File: config.mk
export PLATFORM = sky130hd
export DESIGN_NAME = tilt_angle_filter_flat
export DESIGN_NICKNAME = d
export VERILOG_FILES = /design/src/rtl/tilt_angle_filter_if.sv /design/src/rtl/tilt_angle_filter.sv /design/src/flat_wrapper.sv
export SDC_FILE = /design/constraint.sdc
export NUM_CORES = 1
export LEC_CHECK = 0
export ABC_CLOCK_PERIOD_IN_PS = 2800
export CORE_MARGIN = 1
export CORE_UTILIZATION = 25
export DETAILED_ROUTE_END_ITERATION = 8
export GPL_ROUTABILITY_DRIVEN = 0
export SYNTH_ARGS = -nofsm -noshare
export SYNTH_HDL_FRONTEND = slang
export SYNTH_SLANG_ARGS = --single-unit
File: constraint.sdc
create_clock -name clk -period 2.8 [get_ports clk]
set_input_delay 0.28 -clock clk [delete_from_list [all_inputs] [get_ports clk]]
set_output_delay 0.28 -clock clk [all_outputs]
set_load 0.005 [all_outputs]
File: src/rtl/tilt_angle_filter_if.sv
// Sample/angle bundle between the accelerometer front end and the tilt filter.
// The master side delivers raw samples; the slave side returns the angle bytes.
interface tilt_angle_filter_if;
  logic        sample_valid;
  logic [15:0] accel_x;
  logic [15:0] accel_y;
  logic [7:0]  angle_x;
  logic [7:0]  angle_y;
  logic        angle_valid;
  logic        stale;

  modport master (
    output sample_valid, accel_x, accel_y,
    input  angle_x, angle_y, angle_valid, stale
  );

  modport slave (
    input  sample_valid, accel_x, accel_y,
    output angle_x, angle_y, angle_valid, stale
  );
endinterface

File: src/rtl/tilt_angle_filter.sv
// Block-averages signed accelerometer samples per axis and maps them to angle bytes around
// CENTER, with a watchdog that returns the outputs to CENTER when samples stop arriving.
module tilt_angle_filter #(
  parameter int unsigned AVG_LOG2       = 3,
  parameter int unsigned SCALE_SHIFT    = 7,
  parameter logic [7:0]  CENTER         = 8'd135,
  parameter int unsigned TIMEOUT_CYCLES = 5000000
) (
  input logic                clk,
  input logic                rst,
  tilt_angle_filter_if.slave bus
);

  localparam int unsigned AccW   = 16 + AVG_LOG2;
  localparam int unsigned TimerW = $clog2(TIMEOUT_CYCLES + 1);
  localparam logic [TimerW-1:0]   TimerMax  = TimerW'(TIMEOUT_CYCLES);
  localparam logic [TimerW-1:0]   TimerLast = TimerW'(TIMEOUT_CYCLES - 1);
  localparam logic [AVG_LOG2-1:0] CountLast = '1;

  logic signed [AccW-1:0] acc_x_q, acc_y_q;
  logic signed [AccW-1:0] sum_x, sum_y;
  logic [AVG_LOG2-1:0]    count_q;
  logic signed [15:0]     avg_x_q, avg_y_q;
  logic                   s1_valid_q;
  logic [7:0]             sat_x_q, sat_y_q;
  logic                   s2_valid_q;
  logic [7:0]             angle_x_q, angle_y_q;
  logic                   angle_valid_q;
  logic                   stale_q;
  logic [TimerW-1:0]      timer_q;
  logic                   block_end;
  logic                   expire;

  // Scale, offset around CENTER and clamp into the unsigned byte range.
  function automatic logic [7:0] sat_angle(logic signed [15:0] avg);
    logic signed [15:0] scaled;
    logic signed [17:0] sum;
    scaled = avg >>> SCALE_SHIFT;
    sum    = $signed({10'd0, CENTER}) + 18'(scaled);
    if (sum < 18'sd0) begin
      return 8'd0;
    end else if (sum > 18'sd255) begin
      return 8'hff;
    end else begin
      return sum[7:0];
    end
  endfunction

  always_comb begin
    sum_x     = acc_x_q + AccW'($signed(bus.accel_x));
    sum_y     = acc_y_q + AccW'($signed(bus.accel_y));
    block_end = bus.sample_valid && (count_q == CountLast);
    // A sample arriving on the expiry cycle keeps the data alive.
    expire    = !bus.sample_valid && (timer_q == TimerLast);
  end

  always_ff @(posedge clk) begin
    if (rst) begin
      acc_x_q       <= '0;
      acc_y_q       <= '0;
      count_q       <= '0;
      avg_x_q       <= '0;
      avg_y_q       <= '0;
      s1_valid_q    <= 1'b0;
      sat_x_q       <= '0;
      sat_y_q       <= '0;
      s2_valid_q    <= 1'b0;
      angle_x_q     <= CENTER;
      angle_y_q     <= CENTER;
      angle_valid_q <= 1'b0;
      stale_q       <= 1'b1;
      timer_q       <= '0;
    end else begin
      if (bus.sample_valid) begin
        timer_q <= '0;
      end else if (timer_q != TimerMax) begin
        timer_q <= timer_q + TimerW'(1);
      end

      if (expire) begin
        acc_x_q       <= '0;
        acc_y_q       <= '0;
        count_q       <= '0;
        s1_valid_q    <= 1'b0;
        s2_valid_q    <= 1'b0;
        angle_x_q     <= CENTER;
        angle_y_q     <= CENTER;
        angle_valid_q <= 1'b0;
        stale_q       <= 1'b1;
      end else begin
        if (block_end) begin
          avg_x_q <= 16'(sum_x >>> AVG_LOG2);
          avg_y_q <= 16'(sum_y >>> AVG_LOG2);
          acc_x_q <= '0;
          acc_y_q <= '0;
          count_q <= '0;
        end else if (bus.sample_valid) begin
          acc_x_q <= sum_x;
          acc_y_q <= sum_y;
          count_q <= count_q + AVG_LOG2'(1);
        end
        s1_valid_q <= block_end;

        if (s1_valid_q) begin
          sat_x_q <= sat_angle(avg_x_q);
          sat_y_q <= sat_angle(avg_y_q);
        end
        s2_valid_q <= s1_valid_q;

        angle_valid_q <= s2_valid_q;
        if (s2_valid_q) begin
          angle_x_q <= sat_x_q;
          angle_y_q <= sat_y_q;
          stale_q   <= 1'b0;
        end
      end
    end
  end

  assign bus.angle_x     = angle_x_q;
  assign bus.angle_y     = angle_y_q;
  assign bus.angle_valid = angle_valid_q;
  assign bus.stale       = stale_q;

endmodule

File: src/flat_wrapper.sv
// flat-port wrapper written by rule: the top's interface ports become plain ports
module tilt_angle_filter_flat 
#(
  parameter int unsigned AVG_LOG2       = 3,
  parameter int unsigned SCALE_SHIFT    = 7,
  parameter logic [7:0]  CENTER         = 8'd135,
  parameter int unsigned TIMEOUT_CYCLES = 5000000
)
  (clk, rst, bus_sample_valid, bus_accel_x, bus_accel_y, bus_angle_x, bus_angle_y, bus_angle_valid, bus_stale);
  tilt_angle_filter_if bus_i ();
  input logic clk;
  input logic rst;
  input wire logic [$bits(bus_i.sample_valid)-1:0] bus_sample_valid;
  input wire logic [$bits(bus_i.accel_x)-1:0] bus_accel_x;
  input wire logic [$bits(bus_i.accel_y)-1:0] bus_accel_y;
  output wire logic [$bits(bus_i.angle_x)-1:0] bus_angle_x;
  output wire logic [$bits(bus_i.angle_y)-1:0] bus_angle_y;
  output wire logic [$bits(bus_i.angle_valid)-1:0] bus_angle_valid;
  output wire logic [$bits(bus_i.stale)-1:0] bus_stale;
  assign bus_i.sample_valid = bus_sample_valid;
  assign bus_i.accel_x = bus_accel_x;
  assign bus_i.accel_y = bus_accel_y;
  assign bus_angle_x = bus_i.angle_x;
  assign bus_angle_y = bus_i.angle_y;
  assign bus_angle_valid = bus_i.angle_valid;
  assign bus_stale = bus_i.stale;
  tilt_angle_filter #(.AVG_LOG2(AVG_LOG2), .SCALE_SHIFT(SCALE_SHIFT), .CENTER(CENTER), .TIMEOUT_CYCLES(TIMEOUT_CYCLES)) u_core (.clk(clk), .rst(rst), .bus(bus_i));
endmodule
==> flow_summary.json <==
{
  "synth_edf_count": 0,
  "fin_nets": 908,
  "cts_buffers": 17,
  "hold_path_class": "input pin to register",
  "p_int_mw": 3.562,
  "crit_start": "u_core.acc_y_q[0]",
  "yosysWarningCount": 0,
  "root_buffer": "clkbuf_16",
  "cp.required_ns": 3.15,
  "wl_per_cell_um": 12.70,
  "syn_area_um2": 6556,
  "core_um2": 25470,
  "ir_worst_vdd_mv": 0.4296,
  "worst_pin_slew_ns": 0.9295,
  "crit_path_end": "u_core.acc_y_q[18]",
  "fin_crit_ns": 2.454,
  "die_y_um": 163.9,
  "synth_mux_area_share_pct": 6.775,
  "drtIter0Drc": 251,
  "postCtsResizedCells": 0,
  "slew_headroom_pct": 37.95,
  "via_per_inst": 4.594,
  "grt_pass1_vias": 5189,
  "routed_wl_um": 14880,
  "yosys.area_share.simple_pct": 20.11,
  "synth_top_family_by_area": "simple AND/OR/NAND/NOR gates",
  "r2r_cells": 11,
  "ys_ff_latch": 118,
  "swShare_pct": 29.52,
  "io_buffers": 52,
  "leakage_nw": 3.161,
  "synth-compound-area-share_pct": 16.83,
  "clkTransAtPathRegs_ns": 0.06,
  "antenna_found_initial": 0,
  "timing.rr.start": "u_core.acc_y_q[0]",
  "worstSetupPathType": "register to register",
  "synthToLayoutAreaGrowth_pct": 23.30,
  "rrSetupSlack_ns": 0.35,
  "worst_slack_ns": 0.3459,
  "clkSinkCount": 118,
  "grt_max_degree": 44,
  "timing.hold.ws_ns": 0.3868,
  "synth-seq-area-share_pct": 36.03,
  "track_usage_pct": 11.66,
  "synth_cells": 768,
  "post_cts_buffers": 0,
  "holdBufCountCts": 0,
  "place_area_um2": 7490,
  "pwr-share-seq_pct": 36.0,
  "setup_viol": 0,
  "clock_skew_ns": 0.02151,
  "p_switching_mw": 1.492,
  "row_count": 58,
  "fmaxAchievable_mhz": 407.5,
  "fin_crit_sh_pct": 87.65,
  "synth.distinct_cells": 66,
  "syn-num-nets": 847,
  "clock_path_buffers": 2,
  "instances_no_fill": 1172,
  "cts_tree": "built",
  "clockPowerShare_pct": 43.9,
  "finalSetupTns_ns": 0,
  "drtPass1Iterations": 4,
  "initial_core_util_pct": 25.74,
  "design_area_um2": 8084,
  "worstPathMaxFanout": 4,
  "diodes": 0,
  "drive_above_1_share_pct": 8.551,
  "cap_violations": 0,
  "hold_viol": 0,
  "grt_pass1_wl_um": 24940,
  "drv_slew": 0,
  "rsz0062_at_grt": "no",
  "dpl.cell_count": 1140,
  "boundaryPins": 53,
  "synthXorXnorAreaFrac_pct": 7.615,
  "syn_avg_cell_area_um2": 8.537,
  "ant_nets": 0,
  "p_comb_share_pct": 20.1,
  "htree_levels": 4,
  "synth_adder_area_share_pct": 8.626,
  "drc": 0,
  "hpwl_um": 10980,
  "cp-end-kind": "register",
  "synth_flop_cell": "dfxtp_1",
  "status": "complete, no violations",
  "die_area_um2": 26880,
  "crit_arrival_ns": 2.81,
  "dieWidth_um": 163.9,
  "grt_remaining_overflow": 0,
  "async_flop_share_pct": 0,
  "regToRegEndpoint": "u_core.acc_y_q[18]",
  "insertion_delay_ns": 0.42,
  "p_per_area_nw_per_um2": 625.2,
  "vias": 5384,
  "start_kind": "register",
  "pre_cts_ws_ns": -0.06490
}
logic make-up after synthesis:
logic type | after synthesis
buffers and inverters | 57
xor gates and xnor gates | 57
adders and majority gates | 44
and+or+nand+nor | 271
AOI/OAI and AO/OA | 177
DFF | 118
muxes | 44
power by group through the flow:
stage	Sequential, mW	Combinational, mW	Clock (mW)
after CTS	1.82	1.02	2.27
final	1.82	1.01	2.22
after global routing	1.83	1.14	2.34
after floorplan	1.84	0.766	0
after detailed placement	1.86	1.01	0
after global placement	1.85	0.998	0
stage by stage:
stage               power [mW]  util (%)
CTS                      5.107     31.74
global route             5.314     31.74
finish                   5.054     31.74
floorplan                2.607         -
global placement         2.853     29.40
detailed placement       2.871     29.40
layout make-up:
type / count / area [um^2]
flip-flops and latches: 118 / 2362
repair buffers: 73 / 685.7
inverters: 26 / 97.59
clock buffers: 17 / 425.4
fillers: 2653 / 17390
well taps: 330 / 412.9
multi-input cells: 593 / 3931
clock inverters: 15 / 168.9
worst min-delay path by stage:
stage	start	to	slack [ns]	cells after the start
after floorplan	u_core.sat_x_q[0]	u_core.sat_x_q[0]	0.43	2
after global placement	u_core.bus.stale	u_core.bus.stale	0.44	2
after detailed placement	u_core.bus.stale	u_core.bus.stale	0.44	2
after CTS	bus_sample_valid	u_core.acc_x_q[14]	0.38	3
after global routing	bus_sample_valid	u_core.acc_x_q[14]	0.43	3
final	bus_sample_valid	u_core.acc_x_q[14]	0.39	3
cells in the mapped netlist (3+ instances only):
cell type | n | share of area, %
a211oi_1 | 14 | 1.6
a21o_1 | 13 | 1.5
a21o_2 | 3 | 0.40
a21oi_1 | 60 | 4.6
a31oi_1 | 6 | 0.57
and2_1 | 6 | 0.57
and3_1 | 6 | 0.57
and4_1 | 4 | 0.53
buf_2 | 6 | 0.46
clkbuf_1 | 15 | 0.86
clkbuf_4 | 3 | 0.34
dfxtp_1 | 118 | 36
ha_1 | 42 | 8.0
inv_1 | 26 | 1.5
mux2_2 | 3 | 0.52
mux2i_1 | 41 | 6.3
nand2_1 | 70 | 4.0
nand2b_1 | 9 | 0.86
nand3_1 | 23 | 1.8
nand3b_1 | 10 | 1.1
nand4_1 | 7 | 0.67
nand4b_1 | 3 | 0.40
nor2_1 | 91 | 5.2
nor2b_1 | 6 | 0.57
nor3_1 | 10 | 0.76
nor4_1 | 3 | 0.29
o211ai_1 | 3 | 0.34
o21a_1 | 8 | 0.92
o21ai_0 | 40 | 3.1
o21bai_1 | 3 | 0.34
or2_2 | 4 | 0.38
or3_1 | 9 | 0.86
xnor2_1 | 26 | 3.5
xor2_1 | 31 | 4.1
flip-flops by register name, indices dropped and copies added (netlist names):
signal and count:
u_core.avg_x_q 9, u_core.acc_y_q 19, u_core.avg_y_q 9, u_core.sat_x_q 8, u_core.bus.angle_x 8, u_core.bus.stale 1, u_core.bus.angle_valid 1, u_core.sat_y_q 8
u_core.count_q 3, u_core.s1_valid_q 1, u_core.timer_q 23, u_core.bus.angle_y 8, u_core.s2_valid_q 1, u_core.acc_x_q 19
critical path, stage by stage (launching register included):
cell and delay (ns):
dfxtp_1 0.33, ha_1 0.16, inv_1 0.05, fa_1 0.38, nand2b_1 0.17, a21oi_1 0.14
buf_4 0.14, o21bai_1 0.10, a211oi_1 0.40, nor3_1 0.09, o21ai_0 0.22, mux2i_1 0.20
layout by cell type (no fill, tap or decap), types with 14 or more instances in the layout:
cell	instances
clkdlybuf4s50_1	51
nand2_1	70
buf_4	20
o21ai_0	40
inv_1	26
mux2i_1	41
xnor2_1	26
xor2_1	31
dfxtp_1	118
clkbuf_16	17
nand3_1	23
a21oi_1	60
a211oi_1	14
nor2_1	91
ha_1	42
metal layers:
layer | vias to the layer above | GRT usage (%) | routed length (um)
met3 | 10 | 2.172 | 511
met5 | - | 0 | 0
met2 | 79 | 18.28 | 6613
met1 | 2443 | 15.65 | 7648
met4 | 0 | 4.798 | 109
li1 | 2852 | - | -
Note: power is estimated with default switching activity, not from simulation.
